--- src/rtl/ps2_pkg.sv ---
// Shared scan-code constants, frame FSM state type and the key-event record
// used by the PS/2 receive controller.
package ps2_pkg;

    localparam logic [7:0] PS2_EXT   = 8'hE0;
    localparam logic [7:0] PS2_BRK   = 8'hF0;
    localparam logic [7:0] KEY_UP    = 8'h75;
    localparam logic [7:0] KEY_DN_NP = 8'h73;
    localparam logic [7:0] KEY_DN_AR = 8'h72;
    localparam logic [7:0] KEY_W     = 8'h1D;
    localparam logic [7:0] KEY_S     = 8'h1B;

    typedef enum logic [1:0] {
        ST_IDLE,
        ST_DATA,
        ST_PARITY,
        ST_STOP
    } frame_state_t;

    typedef struct packed {
        logic       ext;
        logic       brk;
        logic [7:0] code;
    } ps2_evt_t;

    // Keyboard status/ack bytes that carry no key information.
    function automatic logic is_discard(input logic [7:0] b);
        return b inside {8'h00, 8'hAA, 8'hEE, 8'hFA, 8'hFE, 8'hFF};
    endfunction

    // Which paddle bit(s) an event refers to.
    function automatic logic [3:0] key_mask(input ps2_evt_t e);
        logic [3:0] m;
        m    = '0;
        m[0] = (e.code == KEY_UP);
        m[1] = (e.code == KEY_DN_NP && !e.ext) || (e.code == KEY_DN_AR && e.ext);
        m[2] = (e.code == KEY_W) && !e.ext;
        m[3] = (e.code == KEY_S) && !e.ext;
        return m;
    endfunction

endpackage

--- src/rtl/ps2_rx_ctrl_line_filter.sv ---
// Two-flop synchronizer followed by a stability filter: the output only follows
// the pin after FILTER_CYC consecutive identical synchronized samples.
module ps2_line_filter #(
    parameter int FILTER_CYC = 8
) (
    input  logic clk,
    input  logic rst_n,
    input  logic raw,
    output logic filt
);

    localparam int CW = $clog2(FILTER_CYC + 1);

    logic          sync1;
    logic          sync2;
    logic [CW-1:0] cnt;

    // NOTE: the bus idles high, so the whole chain resets to 1 to avoid a false falling edge after reset.
    always_ff @(posedge clk or negedge rst_n) begin
        if (!rst_n) begin
            sync1 <= 1'b1;
            sync2 <= 1'b1;
            filt  <= 1'b1;
            cnt   <= '0;
        end else begin
            sync1 <= raw;
            sync2 <= sync1;
            if (sync2 == filt) begin
                cnt <= '0;
            end else if (cnt == CW'(FILTER_CYC - 1)) begin
                filt <= sync2;
                cnt  <= '0;
            end else begin
                cnt <= cnt + CW'(1);
            end
        end
    end

endmodule

--- src/rtl/ps2_rx_ctrl.sv ---
// PS/2 host receiver: frame sequencing with watchdog, make/break/extended
// prefix decoding, paddle key levels and a small registered-head event FIFO.
module ps2_rx_ctrl
    import ps2_pkg::*;
#(
    parameter int FILTER_CYC  = 8,
    parameter int TIMEOUT_CYC = 200000,
    parameter int FIFO_DEPTH  = 4
) (
    input  logic       clk,
    input  logic       rst_n,
    input  logic       ps2_clk,
    input  logic       ps2_data,
    output logic       evt_valid,
    input  logic       evt_ready,
    output logic [7:0] evt_code,
    output logic       evt_ext,
    output logic       evt_break,
    output logic [3:0] key_state,
    output logic       err_parity,
    output logic       err_frame,
    output logic       overflow
);

    localparam int WDW = $clog2(TIMEOUT_CYC);
    localparam int AW  = $clog2(FIFO_DEPTH);
    localparam int CW  = AW + 1;

    // ---------------- input conditioning ----------------
    logic clk_f, data_f, clk_prev, fall_edge;

    ps2_line_filter #(.FILTER_CYC(FILTER_CYC)) u_clk_filt (
        .clk  (clk),
        .rst_n(rst_n),
        .raw  (ps2_clk),
        .filt (clk_f)
    );

    ps2_line_filter #(.FILTER_CYC(FILTER_CYC)) u_data_filt (
        .clk  (clk),
        .rst_n(rst_n),
        .raw  (ps2_data),
        .filt (data_f)
    );

    always_ff @(posedge clk or negedge rst_n) begin
        if (!rst_n) clk_prev <= 1'b1;
        else        clk_prev <= clk_f;
    end

    assign fall_edge = clk_prev & ~clk_f;

    // ---------------- frame FSM ----------------
    frame_state_t   state, state_n;
    logic [2:0]     bit_cnt, bit_cnt_n;
    logic [7:0]     shift_q, shift_n;
    logic           parity_q, parity_n;
    logic           byte_done, byte_done_n;
    logic           err_frame_n, err_parity_n;
    logic [WDW-1:0] wd_cnt;
    logic           timeout;

    assign timeout = (state != ST_IDLE) && (wd_cnt == WDW'(TIMEOUT_CYC - 1));

    // NOTE: every output of this block gets a default first so no path can infer a latch.
    always_comb begin
        state_n      = state;
        bit_cnt_n    = bit_cnt;
        shift_n      = shift_q;
        parity_n     = parity_q;
        byte_done_n  = 1'b0;
        err_frame_n  = 1'b0;
        err_parity_n = 1'b0;
        if (timeout) begin
            state_n     = ST_IDLE;
            err_frame_n = 1'b1;
        end else if (fall_edge) begin
            unique case (state)
                ST_IDLE: begin
                    if (!data_f) begin
                        state_n   = ST_DATA;
                        bit_cnt_n = '0;
                    end else begin
                        err_frame_n = 1'b1;
                    end
                end
                ST_DATA: begin
                    shift_n   = {data_f, shift_q[7:1]};
                    bit_cnt_n = bit_cnt + 3'd1;
                    if (bit_cnt == 3'd7) state_n = ST_PARITY;
                end
                ST_PARITY: begin
                    parity_n = data_f;
                    state_n  = ST_STOP;
                end
                ST_STOP: begin
                    state_n = ST_IDLE;
                    if (!data_f)                     err_frame_n  = 1'b1;
                    else if (!(^{shift_q, parity_q})) err_parity_n = 1'b1;
                    else                             byte_done_n  = 1'b1;
                end
                default: state_n = ST_IDLE;
            endcase
        end
    end

    always_ff @(posedge clk or negedge rst_n) begin
        if (!rst_n) begin
            state      <= ST_IDLE;
            bit_cnt    <= '0;
            shift_q    <= '0;
            parity_q   <= 1'b0;
            byte_done  <= 1'b0;
            err_frame  <= 1'b0;
            err_parity <= 1'b0;
        end else begin
            state      <= state_n;
            bit_cnt    <= bit_cnt_n;
            shift_q    <= shift_n;
            parity_q   <= parity_n;
            byte_done  <= byte_done_n;
            err_frame  <= err_frame_n;
            err_parity <= err_parity_n;
        end
    end

    // Watchdog measures the gap between clock edges inside a frame only.
    always_ff @(posedge clk or negedge rst_n) begin
        if (!rst_n)                                         wd_cnt <= '0;
        else if (state == ST_IDLE || fall_edge || timeout) wd_cnt <= '0;
        else                                                wd_cnt <= wd_cnt + WDW'(1);
    end

    // ---------------- prefix decoder ----------------
    logic     ext_q, brk_q, commit_vld;
    ps2_evt_t commit_evt;
    logic [3:0] commit_mask;

    always_ff @(posedge clk or negedge rst_n) begin
        if (!rst_n) begin
            ext_q      <= 1'b0;
            brk_q      <= 1'b0;
            commit_vld <= 1'b0;
            commit_evt <= '0;
        end else begin
            commit_vld <= 1'b0;
            if (byte_done) begin
                if (shift_q == PS2_EXT) begin
                    ext_q <= 1'b1;
                end else if (shift_q == PS2_BRK) begin
                    brk_q <= 1'b1;
                end else begin
                    ext_q <= 1'b0;
                    brk_q <= 1'b0;
                    if (!is_discard(shift_q)) begin
                        commit_vld <= 1'b1;
                        commit_evt <= '{ext: ext_q, brk: brk_q, code: shift_q};
                    end
                end
            end
        end
    end

    assign commit_mask = key_mask(commit_evt);

    // Key levels follow every committed event, whether or not the FIFO takes it.
    always_ff @(posedge clk or negedge rst_n) begin
        if (!rst_n)           key_state <= '0;
        else if (commit_vld) key_state <= commit_evt.brk ? (key_state & ~commit_mask)
                                                         : (key_state | commit_mask);
    end

    // ---------------- event FIFO ----------------
    ps2_evt_t        mem [FIFO_DEPTH];
    logic [AW-1:0]   wr_ptr, rd_ptr, rd_ptr_n;
    logic [CW-1:0]   count, count_n, remain;
    logic            pop, push, full;
    ps2_evt_t        head, head_n;

    assign full     = (count == CW'(FIFO_DEPTH));
    assign pop      = evt_valid & evt_ready;
    assign push     = commit_vld & (~full | pop);
    assign rd_ptr_n = rd_ptr + AW'(pop);
    assign remain   = count - CW'(pop);
    assign count_n  = remain + CW'(push);

    // The head register shows the oldest entry left after this cycle's pop.
    always_comb begin
        head_n = head;
        if (remain != '0) head_n = mem[rd_ptr_n];
        else if (push)    head_n = commit_evt;
    end

    // NOTE: storage carries no reset; only pointers, count and the head register define visible state.
    always_ff @(posedge clk) begin
        if (push) mem[wr_ptr] <= commit_evt;
    end

    always_ff @(posedge clk or negedge rst_n) begin
        if (!rst_n) begin
            wr_ptr    <= '0;
            rd_ptr    <= '0;
            count     <= '0;
            evt_valid <= 1'b0;
            head      <= '0;
            overflow  <= 1'b0;
        end else begin
            wr_ptr    <= wr_ptr + AW'(push);
            rd_ptr    <= rd_ptr_n;
            count     <= count_n;
            evt_valid <= (count_n != '0);
            head      <= head_n;
            overflow  <= commit_vld & full & ~pop;
        end
    end

    assign evt_code  = head.code;
    assign evt_ext   = head.ext;
    assign evt_break = head.brk;

endmodule

--- config.mk ---
export PLATFORM = sky130hd
export DESIGN_NAME = ps2_rx_ctrl
export DESIGN_NICKNAME = d
export VERILOG_FILES = /design/src/rtl/ps2_pkg.sv /design/src/rtl/ps2_rx_ctrl_line_filter.sv /design/src/rtl/ps2_rx_ctrl.sv
export SDC_FILE = /design/constraint.sdc
export NUM_CORES = 1
export LEC_CHECK = 0
export ABC_AREA = 0
export ABC_CLOCK_PERIOD_IN_PS = 2400
export CAP_MARGIN = 20
export CORE_ASPECT_RATIO = 1.4
export CORE_MARGIN = 4
export CORE_UTILIZATION = 60
export DETAILED_ROUTE_END_ITERATION = 10
export MAX_ROUTING_LAYER = met4
export PLACE_DENSITY = 0.86
export SLEW_MARGIN = 20
export SYNTH_ARGS = -nofsm -noshare
export SYNTH_HDL_FRONTEND = slang
export SYNTH_SLANG_ARGS = --single-unit
export TNS_END_PERCENT = 5
--- constraint.sdc ---
create_clock -name clk -period 2.4 [get_ports clk]
set_input_delay 0.48 -clock clk [delete_from_list [all_inputs] [get_ports clk]]
set_output_delay 0.48 -clock clk [all_outputs]
set_load 0.01 [all_outputs]
==> run metrics <==
Total Negative Setup Slacks 0 ns; Area Growth Syn to Fin 17.6%; Seq pwr share 0.406; leak pwr 2.76 nW; Worst-Skew Late Latency 0.41 ns; endpoint class of the critical path flip-flop; Crit path max-delay family simple AND/OR/NAND/NOR gates; Critical Path AT 2.50 ns; initial antenna violation count 0; Final Hold Violating Endpoints 0; routed wire length 9.62 mm; Clock power frac 0.375; WP buf/inv 0; Synth area leader dfrtp_1; dpl hpwl 6.22 mm; Synth Area in Adders 0.0345; clock sinks 126; main area contributors after synthesis dfrtp_1 (36%), edfxtp_1 (22%), mux4_2 (4.1%); max cap viols 0; Mapped Avg Cell Area 13.1 um^2; CP max FO 10; FILL cells 551; CP peak stage delay 0.55 ns; mux share of post-synthesis cell area 0.104; core area 0.00871 mm^2; Period minus WS final 2.23 ns; Synth top area share 0.363; sequential area share after synthesis 0.617; PwrDens 1030 mW/mm^2; antenna diode count 0; I/O Pins 23; Chip Height 121 um; initial cell density of the core 0.626; Synth Instances 415; Post-synth ARST share 0.683; clock-pin slew on the worst setup and hold paths 0.06 ns; synth unique cells 45; worst-case clock buffer depth 2; H-tree Lvls 4; Compound-Gate Fraction of Synth Area 0.0492; global route total overflow 0; DR iter-0 viols 177; CP Launch Type flip-flop; Finished Core Util 0.736; Hold Crit Class primary input to asynchronous set/reset pin; global-route wire length before repair 16.2 mm; root buffer cell clkbuf_16; CTS tree done; Rel. slew slack 0.557; DRC 0; number of global-route vias before repair 3423; Ys Warns 0; global router's overall resource usage 0.208; status finished, final reports clean; DRT antenna net count 0; max-slew violation total from the final report 0; simple-gate share of the synthesized area 0.119; Setup Skew 0.00909 ns; IO buf count 22; largest family of logic cells by synthesized area simple AND/OR/NAND/NOR gates; via count 3268; DIE WIDTH 88.5 um; Netlist Area Pre-Place 0.00545 mm^2; Crit Path Category flip-flop to flip-flop; post-cts resize count 0; Slew @ Worst Pin 0.663 ns; Syn Nets 435; Cell Rows 40; Post-synth EDFFs 40; Top FF cell, synth dfrtp_1; fin crit share 0.930; die area 0.0107 mm^2; Logic pwr share 0.219; setup violators final 0; Switching Share 0.270; CP required 2.67 ns; fmax 0.448 GHz; pin count of the biggest net entering global routing 37; xor/xnor cell area share of the yosys netlist 0.0531; sw power 1.78 mW; drt first pass iters 4; Placer Congestion 0.850; RSZ-0062 raised after global routing false; worst-path cell chain nor4_1 > o21ai_1 > nand3_1 > mux2_1; share of cells above drive strength 1 0.156; via density per instance 5.76; TritonCTS buffer count 17; Synth Register Bits 126; Slowest cell on crit path nor4_1; Internal 4.81 mW; Routed wire per std cell 17.0 um; Final #Nets 469; hold buffers post-CTS 0; VDD IR max 1.31 mV; Post-CTS Repair Setup Buffers 0
==> stage by stage <==
step                      area [um^2]  power [mW]  hold slack (ns)  setup slack (ns)  std cells
after floorplan                  5450        3.67            0.184             0.172        415
after global placement           5830        4.07            0.347            0.0740        535
after detailed placement         5830        4.15            0.347            0.0447        535
after CTS                        6410        6.66           0.0186             0.149        567
after global routing             6410        6.96           0.0327           0.00263        567
final                            6410        6.60           0.0162             0.169        567
==> placed cells by master, fill, tap and decap left out, types with 9 or more instances in the layout <==
cell             synthesis  final
xor2_1                  15     15
nor3_1                   9      9
mux2i_1                 12     12
inv_1                   13     13
edfxtp_1                40     40
nor2_1                  40     40
a21oi_1                 20     20
and3_1                   9      9
xnor2_1                 18     18
nand2_1                 24     24
ha_1                    15     15
mux4_2                  10     10
dfrtp_1                 79     79
nand3_1                 14     14
o21ai_0                  9      9
clkbuf_16                0     17
clkdlybuf4s50_1          0     21
==> final timing paths <==
| kind | from | endpoint | slack (ns) | cells past startpoint |
|---|---|---|---|---|
| max in group asynchronous | rst_n | u_data_filt.filt | 1.70 | 2 |
| max reg2reg | shift_q[1] | commit_evt[9] | 0.17 | 4 |
| min reg2reg | u_clk_filt.sync1 | u_clk_filt.sync2 | 0.35 | 0 |
| min in group clk | u_clk_filt.sync1 | u_clk_filt.sync2 | 0.35 | 0 |
| max | shift_q[1] | commit_evt[9] | 0.17 | 4 |
| min | rst_n | count[2] | 0.02 | 1 |
==> logic make-up after synthesis <==
logic type / Yosys count
compound gates: 44
flops: 126
fa+ha+maj: 15
simple gates: 128
xor+xnor: 33
buf+inv: 30
mux: 39
==> cell usage after synthesis, types with 2 or more instances <==
cell / number
nor3_1: 9
mux2_4: 8
nand3b_1: 2
clkbuf_1: 12
ha_1: 15
dfrtp_1: 79
xnor2_1: 18
and2_1: 3
nor3b_1: 3
buf_2: 3
xor2_1: 15
mux2_2: 6
dfstp_2: 7
o21ai_0: 9
and4_1: 2
or2_2: 2
a21oi_1: 20
edfxtp_1: 40
nor4_1: 4
nor2_1: 40
a32o_1: 5
nor2b_1: 6
and3_1: 9
nand2_1: 24
mux2i_1: 12
o21ai_1: 2
nor4b_2: 2
mux2_1: 3
nand4_1: 5
mux4_2: 10
nand3_1: 14
inv_1: 13
==> state kept, by name, indices dropped and copies added, names as in the netlist, 2 cells and up, named ones only <==
signal,count
u_data_filt.cnt,4
wr_ptr,2
mem,40
state,2
u_clk_filt.cnt,4
shift_q,8
wd_cnt,18
count,3
bit_cnt,3
rd_ptr,2
commit_evt,10
evt_code,8
==> area by class of cell <==
class                   count  area (um^2)  area share
flip-flops and latches    126         3360       0.525
multi-input cells         259         1960       0.306
clock buffers              23          458      0.0715
repair buffers             32          330      0.0515
well taps                 105          131      0.0205
clock inverters             9          116      0.0182
inverters                  13         48.8     0.00761
==> power groups by stage <==
stage          Combinational [mW]  Clock [mW]  Sequential (mW)
2_1_floorplan                1.00           0             2.67
3_3_place_gp                 1.38           0             2.70
3_5_place_dp                 1.44           0             2.72
4_1_cts                      1.46        2.52             2.68
5_1_grt                      1.61        2.62             2.72
6_report                     1.44        2.47             2.68
==> metal layers <==
| metal | global-route usage | up-vias | wire length (um) |
|---|---|---|---|
| met5 | - | - | 0 |
| met2 | 0.351 | 74 | 5350 |
| met4 | 0.0794 | 0 | 171 |
| met3 | 0.0702 | 14 | 336 |
| met1 | 0.224 | 1626 | 3760 |
| li1 | - | 1554 | - |
Power figures use the tool's default switching activity.
